==> config.mk <==
export PLATFORM = sky130hd
export DESIGN_NAME = pipe_issue_unit
export DESIGN_NICKNAME = d
export VERILOG_FILES = /design/src/rtl/pipe_pkg.sv /design/src/rtl/pipe_instr_fifo.sv /design/src/rtl/pipe_issue_unit.sv
export SDC_FILE = /design/constraint.sdc
export NUM_CORES = 1
export LEC_CHECK = 0
export ABC_CLOCK_PERIOD_IN_PS = 4400
export BUFFER_PORTS_ARGS = -buffer_cell sky130_fd_sc_hd__buf_4
export CAP_MARGIN = 30
export CORE_MARGIN = 3
export CORE_UTILIZATION = 25
export DETAILED_ROUTE_END_ITERATION = 16
export GPL_TIMING_DRIVEN = 0
export PLACE_DENSITY_LB_ADDON = 0.08
export SYNTH_ARGS = -nofsm -noshare
export SYNTH_HDL_FRONTEND = slang
export SYNTH_HIERARCHICAL = 1
export SYNTH_SLANG_ARGS = --single-unit
==> constraint.sdc <==
create_clock -name clk1 -period 4.4 [get_ports clk1]
set_clock_uncertainty 0.15 [all_clocks]
set_input_delay 0.22 -clock clk1 [delete_from_list [all_inputs] [get_ports clk1]]
set_output_delay 0.22 -clock clk1 [all_outputs]
set_load 0.02 [all_outputs]
==> src/rtl/pipe_pkg.sv <==
// rtl/pipe_pkg.sv - shared types for the ALU pipeline issue unit
//
// Purpose: opcode enum, instruction word, scoreboard entry and widths
// used by pipe_issue_unit and pipe_instr_fifo.
// Ports: none (package).
package pipe_pkg;

  localparam int REG_W  = 4;
  localparam int ADDR_W = 8;

  typedef enum logic [3:0] {
    OP_ADD  = 4'd0,
    OP_SUB  = 4'd1,
    OP_MUL  = 4'd2,
    OP_SELA = 4'd3,
    OP_SELB = 4'd4,
    OP_AND  = 4'd5,
    OP_OR   = 4'd6,
    OP_XOR  = 4'd7,
    OP_NEGA = 4'd8,
    OP_NEGB = 4'd9,
    OP_SRA  = 4'd10,
    OP_SLA  = 4'd11
  } alu_op_e;

  typedef struct packed {
    logic [REG_W-1:0]  rs1;
    logic [REG_W-1:0]  rs2;
    logic [REG_W-1:0]  rd;
    alu_op_e           func;
    logic [ADDR_W-1:0] addr;
  } instr_t;

  typedef struct packed {
    logic             v;
    logic [REG_W-1:0] rd;
  } sb_entry_t;

  // True when an in-flight destination matches either source operand.
  function automatic logic sb_hit(sb_entry_t e, logic [REG_W-1:0] a,
                                  logic [REG_W-1:0] b);
    return e.v && ((e.rd == a) || (e.rd == b));
  endfunction

endpackage

==> src/rtl/pipe_instr_fifo.sv <==
// rtl/pipe_instr_fifo.sv - synchronous instruction FIFO with flush
//
// Purpose: buffers instr_t words between the issue interface and the
// issue stage.
// Ports:
//   clk, rst_n         clock, asynchronous active-low reset
//   push, wdata        write request / data (ignored when full or flushing)
//   pop, rdata         read request / head entry (ignored when empty or flushing)
//   flush              empties the FIFO on this edge
//   full, empty, count occupancy status
module pipe_instr_fifo
  import pipe_pkg::*;
#(
  parameter int DEPTH = 4
) (
  input  logic                     clk,
  input  logic                     rst_n,
  input  logic                     push,
  input  logic                     pop,
  input  logic                     flush,
  input  instr_t                   wdata,
  output instr_t                   rdata,
  output logic                     full,
  output logic                     empty,
  output logic [$clog2(DEPTH):0]   count
);

  localparam int AW = $clog2(DEPTH);
  localparam int CW = AW + 1;

  instr_t        mem [DEPTH];
  logic [AW-1:0] wr_ptr;
  logic [AW-1:0] rd_ptr;
  logic          do_push;
  logic          do_pop;

  assign full    = (count == CW'(DEPTH));
  assign empty   = (count == '0);
  assign do_push = push && !full && !flush;
  assign do_pop  = pop && !empty && !flush;
  assign rdata   = mem[rd_ptr];

  // Storage needs no reset; occupancy is tracked by count alone.
  always_ff @(posedge clk) begin
    if (do_push) mem[wr_ptr] <= wdata;
  end

  // Power-of-two depth lets the pointers wrap by plain overflow.
  always_ff @(posedge clk or negedge rst_n) begin
    if (!rst_n) begin
      wr_ptr <= '0;
      rd_ptr <= '0;
      count  <= '0;
    end else if (flush) begin
      wr_ptr <= '0;
      rd_ptr <= '0;
      count  <= '0;
    end else begin
      if (do_push) wr_ptr <= wr_ptr + AW'(1);
      if (do_pop)  rd_ptr <= rd_ptr + AW'(1);
      case ({do_push, do_pop})
        2'b10:   count <= count + CW'(1);
        2'b01:   count <= count - CW'(1);
        default: count <= count;
      endcase
    end
  end

endmodule

==> src/rtl/pipe_issue_unit.sv <==
// rtl/pipe_issue_unit.sv - RAW-aware instruction issuer for the ALU pipeline
//
// Purpose: buffers incoming instructions and issues one per cycle into the
// 4-stage reg-read/ALU/regbank/membank pipeline, inserting bubbles while a
// source register is still being produced (the pipeline has no forwarding).
// Ports:
//   clk1, rst_n                 phase-1 clock, asynchronous active-low reset
//   in_valid/in_ready, in_*     instruction offer interface
//   flush                       drop all buffered instructions
//   iss_valid, rs1/rs2/rd/func/addr  registered pipeline operands
//   stall                       head present but blocked by a hazard
//   count                       FIFO occupancy
//   iss_cnt, stall_cnt          saturating statistics (PIPE_ISSUE_STATS_EN only)
// Build option: PIPE_ISSUE_STATS_EN adds the statistics counters.
module pipe_issue_unit
  import pipe_pkg::*;
#(
  parameter int FIFO_DEPTH = 4,
  parameter int HAZ_WIN    = 2
) (
  input  logic                          clk1,
  input  logic                          rst_n,
  input  logic                          in_valid,
  output logic                          in_ready,
  input  logic [REG_W-1:0]              in_rs1,
  input  logic [REG_W-1:0]              in_rs2,
  input  logic [REG_W-1:0]              in_rd,
  input  logic [3:0]                    in_func,
  input  logic [ADDR_W-1:0]             in_addr,
  input  logic                          flush,
  output logic                          iss_valid,
  output logic [REG_W-1:0]              rs1,
  output logic [REG_W-1:0]              rs2,
  output logic [REG_W-1:0]              rd,
  output logic [3:0]                    func,
  output logic [ADDR_W-1:0]             addr,
  output logic                          stall,
  output logic [$clog2(FIFO_DEPTH):0]   count
`ifdef PIPE_ISSUE_STATS_EN
  ,
  output logic [15:0]                   iss_cnt,
  output logic [15:0]                   stall_cnt
`endif
);

  instr_t    in_instr;
  instr_t    head;
  logic      full;
  logic      empty;
  logic      hazard;
  logic      push;
  logic      pop;
  sb_entry_t sb [HAZ_WIN];

  assign in_instr = '{rs1: in_rs1, rs2: in_rs2, rd: in_rd,
                      func: alu_op_e'(in_func), addr: in_addr};

  assign in_ready = !full;
  assign push     = in_valid && !full && !flush;

  always_comb begin
    hazard = 1'b0;
    for (int i = 0; i < HAZ_WIN; i++) begin
      if (sb_hit(sb[i], head.rs1, head.rs2)) hazard = 1'b1;
    end
  end

  assign stall = !empty && hazard;
  assign pop   = !empty && !hazard && !flush;

  pipe_instr_fifo #(.DEPTH(FIFO_DEPTH)) u_fifo (
    .clk   (clk1),
    .rst_n (rst_n),
    .push  (push),
    .pop   (pop),
    .flush (flush),
    .wdata (in_instr),
    .rdata (head),
    .full  (full),
    .empty (empty),
    .count (count)
  );

  // Operands hold across bubbles; only iss_valid marks a real instruction.
  // The scoreboard shifts every edge, flush included, so in-flight
  // destinations age out on schedule regardless of buffer activity.
  always_ff @(posedge clk1 or negedge rst_n) begin
    if (!rst_n) begin
      iss_valid <= 1'b0;
      rs1       <= '0;
      rs2       <= '0;
      rd        <= '0;
      func      <= '0;
      addr      <= '0;
      for (int i = 0; i < HAZ_WIN; i++) sb[i] <= '0;
    end else begin
      iss_valid <= pop;
      if (pop) begin
        rs1  <= head.rs1;
        rs2  <= head.rs2;
        rd   <= head.rd;
        func <= head.func;
        addr <= head.addr;
      end
      sb[0] <= '{v: pop, rd: head.rd};
      for (int i = 1; i < HAZ_WIN; i++) sb[i] <= sb[i-1];
    end
  end

`ifdef PIPE_ISSUE_STATS_EN
  always_ff @(posedge clk1 or negedge rst_n) begin
    if (!rst_n) begin
      iss_cnt   <= '0;
      stall_cnt <= '0;
    end else if (flush) begin
      iss_cnt   <= '0;
      stall_cnt <= '0;
    end else begin
      if (pop && (iss_cnt != 16'hFFFF))     iss_cnt   <= iss_cnt + 16'd1;
      if (stall && (stall_cnt != 16'hFFFF)) stall_cnt <= stall_cnt + 16'd1;
    end
  end
`endif

endmodule

# Word level (Yosys, flattened, before mapping)
# Memory sizes are Yosys's and may differ from the RTL's.
# Index checks and enable logic that the tools add are counted.
# word_totals
mem_count,1
elab_cells,55
romBits,0
latchBits,0
register_bits,41
ram_bits,96
output_inout_bits,30
# op_classes
div_mod_pow,0
n_bitwise,0
n_lt_le_gt_ge,0
n_eq_ne,7
add_sub_neg,4
n_reduce_logical,21
mul,0
n_mux,10
shifts,0
# memory_table
name,words,width,rd,rd_clocked_by_memory_dff,write_ports,line_no,source
u_fifo.mem,4,24,1,0,1,pipe_instr_fifo.sv:31,instr_t mem [DEPTH];
# op_table
cell,count
equality test 4 bit,4
logical AND 1 bit,11
2-to-1 mux 2 bit,4
case mux 3 bit (2 select lines),1
"adder 2 x 1 -> 2 bit, second input constant",2
logical NOT 1 bit,4
2-to-1 mux 1 bit,4
nonzero test 2 bit,2
"adder 3 x 1 -> 3 bit, second input constant",1
"equality test 3 bit, second input constant",1
logical NOT 3 bit,1
2-to-1 mux 3 bit,1
nonzero test 3 bit,1
"subtractor 3 x 1 -> 3 bit, second input constant",1
"equality test 2 x 1 -> 1 bit, second input constant",1
"equality test 2 bit, second input constant",1
logical OR 1 bit,2

# Depth between registers and ports, before layout
# An unclocked memory read counts as a cell.
# logic_depth
depth_word,14
ltp_mapped,16
mapped_depth_nobuf,11

# By module
# The synthesis kept the hierarchy.
# by_module_without_submodules
module,cells_each,n_inst,seq_area_each_um2,area_per_inst_um2
pipe_instr_fifo,193,1,3057.9,4108.9
pipe_issue_unit,88,1,850.8,1436.4

# Worst setup path after synthesis
# Ideal clock, no wire load.
# synth_timing
path_type,register to register
from,register u_fifo.rd_ptr[0]
to,register u_fifo.count[1]
stages_incl_launch_ff,16
setup_ns,0.101
required_ns,4.149
slack_ns,0.715
arrival_time_ns,3.434
cell_sequence,dfrtp_1 -> buf_6 -> buf_12 -> mux4_2 -> xor2_1 -> o41ai_1 -> a2111o_1 -> buf_6 -> buf_6 -> inv_1 -> clkbuf_4 -> o31ai_2 -> nor3_1 -> fa_1 -> a31oi_1 -> nor4_1
# synth_lines
item,line_no,source
from (decl),pipe_instr_fifo.sv:33,logic [AW-1:0] rd_ptr;
from (signal assigned),pipe_instr_fifo.sv:60,if (do_pop) rd_ptr <= rd_ptr + AW'(1);
to (signal assigned),pipe_instr_fifo.sv:62,2'b10: count <= count + CW'(1);
to (signal assigned),pipe_instr_fifo.sv:63,2'b01: count <= count - CW'(1);
to (signal assigned),pipe_instr_fifo.sv:64,default: count <= count;
to (decl),pipe_instr_fifo.sv:25,output logic [$clog2(DEPTH):0] count

==> impl_metrics.csv <==
group,metric,value,unit
synth,yosysWarningCount,6,
worst_hold_path,worst_hold_path_type,"primary input to flop",
timing,holdWs,0.181,ns
timing,min_period_over_period,93.6,%
worst_hold_path,hp-start,"flush",
routing,first_iter_violations,126,
clocking,tritoncts,"yes",
cells_and_area,fin_util,33.8,%
timing,finalSetupTns,0,ns
global_routing,use_met3,2.95,%
worst_setup_path,r2r_cells,14,
place,dp_hpwl,7320,um
global_routing,grt_usage,10.7,%
timing,tightest_slew,0.830,ns
run,drv_cap,0,
floorplanning,die_h,155,um
synth,syn_avg_cell_area,19.7,um2
routing,drt-vias-per-instance,4.18,
power_and_ir_drop,p_int,2.66,mW
worst_setup_path,r2r_end,"u_fifo/count[1]$_DFFE_PN0P_",
power_and_ir_drop,p_clk_share,44.9,%
synth,yosysMostFrequentCell,"edfxtp_1",
place,place_inst,613,
power_and_ir_drop,p_total,3.41,mW
floorplanning,rows,53,
cells_and_area,area_growth,30.4,%
run_status,status,"finished clean",
floorplanning,io_pins,58,
worst_setup_path,worstSetupPathType,"flop to flop",
cells_and_area,drive_gt1_share,40.9,%
synth,seq_area_frac_synth,70.5,%
worst_setup_path,startpoint,"u_fifo/rd_ptr[0]$_DFFE_PN0P_",
worst_setup_path,end_kind,"flop",
worst_setup_path,worstSetupEndpoint,"u_fifo/count[1]$_DFFE_PN0P_",
clocking,clkTransAtPathRegs,0.06,ns
clocking,cts_num_sinks,137,
power_and_ir_drop,seq_power_share,44.2,%
routing,wl_per_cell,18.0,um
routing,drt-total-wl,12100,um
routing,via_count,2807,
place,portBuffers,57,
clocking,clockBufferDepth,2,
clocking,h-tree-depth,4,
power_and_ir_drop,swShare,22.1,%
timing,rsz0062_at_grt,"no",
timing,finalCriticalPeriod,4.12,ns
synth,synth_common_cells,"edfxtp_1, dfrtp_1, mux4_2",
place,place_worst_setup_slack,-0.150,ns
cells_and_area,fillers,2062,
synth,netlist_area,5550,um2
synth,synthCells,281,
power_and_ir_drop,power.switching,0.753,mW
synth,yosys.area.top_type_share,52.0,%
synth,synth_edf_count,96,
timing,setup_viol,0,
power_and_ir_drop,p_leak,2.68,nW
global_routing,antenna_found_initial,0,
worst_setup_path,reg2reg_slack,0.28,ns
cells_and_area,diodes,0,
timing,finalMaxSlewViolations,0,
clocking,clkLatencyLatePin,0.42,ns
synth,synth_cell_types,43,
worst_setup_path,cp.required,4.56,ns
synth,ys.flop_type,"edfxtp_1",
cells_and_area,stdcell_count,671,
clocking,cts_buffers,17,
power_and_ir_drop,powerDensity,472,nW/um2
synth,synth-seq-cells,137,
synth,synthTopCellsByArea,"edfxtp_1, dfrtp_1, mux4_2",
worst_setup_path,worst_ep_arrival_time,4.28,ns
floorplanning,die_x,155,um
synth,synth_top_cell_by_area,"edfxtp_1",
worst_setup_path,cp_max_fo,16,
timing,relSlewSlack,44.7,%
cells_and_area,final_nets,416,
timing,setup_ws,0.281,ns
routing,drtPass1Iterations,4,
routing,ant_nets,0,
global_routing,gr-usage-met1,14.2,%
place,placedInstanceArea,6320,um2
synth,synthArstFlopShare,29.9,%
timing,hold_viol_final,0,
global_routing,met2_usage,16.6,%
global_routing,grt_overflow_total,0,
floorplanning,die_area,24000,um2
place,place_congestion,0.659,
power_and_ir_drop,combPwrFrac,10.9,%
routing,drc,0,
floorplanning,core-area,21400,um2
clocking,cts_root_buffer,"clkbuf_16",
worst_setup_path,setup.worst_path.start_class,"flop",
timing,clock.fmax,243,MHz
global_routing,grt_max_degree,42,
worst_setup_path,regToRegStartpoint,"u_fifo/rd_ptr[0]$_DFFE_PN0P_",
global_routing,grt_pass1_vias,3144,
cells_and_area,fin_area,7230,um2
global_routing,grt_pass1_wl,18800,um
power_and_ir_drop,peakVddDrop,0.000301,V
floorplanning,initial_core_util,25.9,%
synth,synth.net_count,314,
global_routing,busiest_layer,"met2",
cells in the final DEF, fill, tap and decap left out, types with 5 or more instances in the layout:
master / instances
xnor2_1: 13
dlygate4sd3_1: 25
xor2_1: 6
a21oi_1: 7
dfrtp_1: 41
buf_4: 61
edfxtp_1: 96
bufinv_16: 5
inv_1: 5
mux4_2: 24
mux2_4: 19
clkbuf_16: 17
mux2_2: 5
nor2_1: 5
registers in the layout, indices dropped and copies added (netlist names), 3 cells and up:
signal        flops
u_fifo/mem       96
rs1               4
addr              8
u_fifo/count      3
rs2               4
rd                4
func              4
sb               10
power by group through the flow:
stage / clock, mW / combinational [mW] / sequential, mW
floorplan: 0 / 0.118 / 1.60
global placement: 0 / 0.358 / 1.53
detailed placement: 0 / 0.362 / 1.53
CTS: 1.58 / 0.381 / 1.51
global route: 1.64 / 0.399 / 1.52
finish: 1.53 / 0.372 / 1.51
how the worst min path moves through the flow:
stage	to	slack [ns]	depth (start not counted)
2_1_floorplan	addr[0]$_DFFE_PN0P_	-0.23	0
3_3_place_gp	rs1[0]$_DFFE_PN0P_	0.15	1
3_5_place_dp	rs1[0]$_DFFE_PN0P_	0.15	1
4_1_cts	u_fifo/wr_ptr[1]$_DFFE_PN0P_	0.16	5
5_1_grt	u_fifo/wr_ptr[1]$_DFFE_PN0P_	0.23	5
6_report	u_fifo/wr_ptr[1]$_DFFE_PN0P_	0.18	5
logic make-up after synthesis:
group / synth area share [%]
AO/OA/AOI/OAI: 2.98
AND/OR/NAND/NOR: 3.43
adder cells (fa/ha/maj): 1.26
multiplexers: 15.9
XOR/XNOR: 3.00
flip-flops: 70.5
buffers and inverters: 2.93
worst max-delay path: stages, from the launching register on:
cell	delay, ns
dfrtp_1	0.34
buf_6	0.18
buf_12	0.18
mux4_2	0.59
xor2_1	0.20
o41ai_2	0.39
a2111o_1	0.28
buf_8	0.24
inv_1	0.13
clkbuf_4	0.21
o31ai_2	0.11
nor3_2	0.09
fa_1	0.53
a31oi_1	0.09
nor4_1	0.28
layout make-up:
class	count	area (um2)	area share, %
multi-input cells	123	1500	20.7
flip-flops and latches	137	3910	54.0
inverters	6	22.5	0.311
plain buffers	14	135	1.87
clock inverters	14	204	2.82
repair buffers	84	693	9.58
clock buffers	18	429	5.93
well taps	275	344	4.76
what timing repair did:
item,4_1_cts,5_1_grt
setup endpoints to repair,2,2
pin swaps,1,3
resized for setup,2,3
buffers inserted,0,2
endpoints found under the hold margin,137,0
hold buffers,25,0
metal layers:
metal / up-vias / routed length, um
met3: 12 / 516
met4: 0 / 197
met1: 1435 / 5630
met5: - / 0
li1: 1307 / -
met2: 53 / 5760
Note: power is estimated with default switching activity, not from simulation.
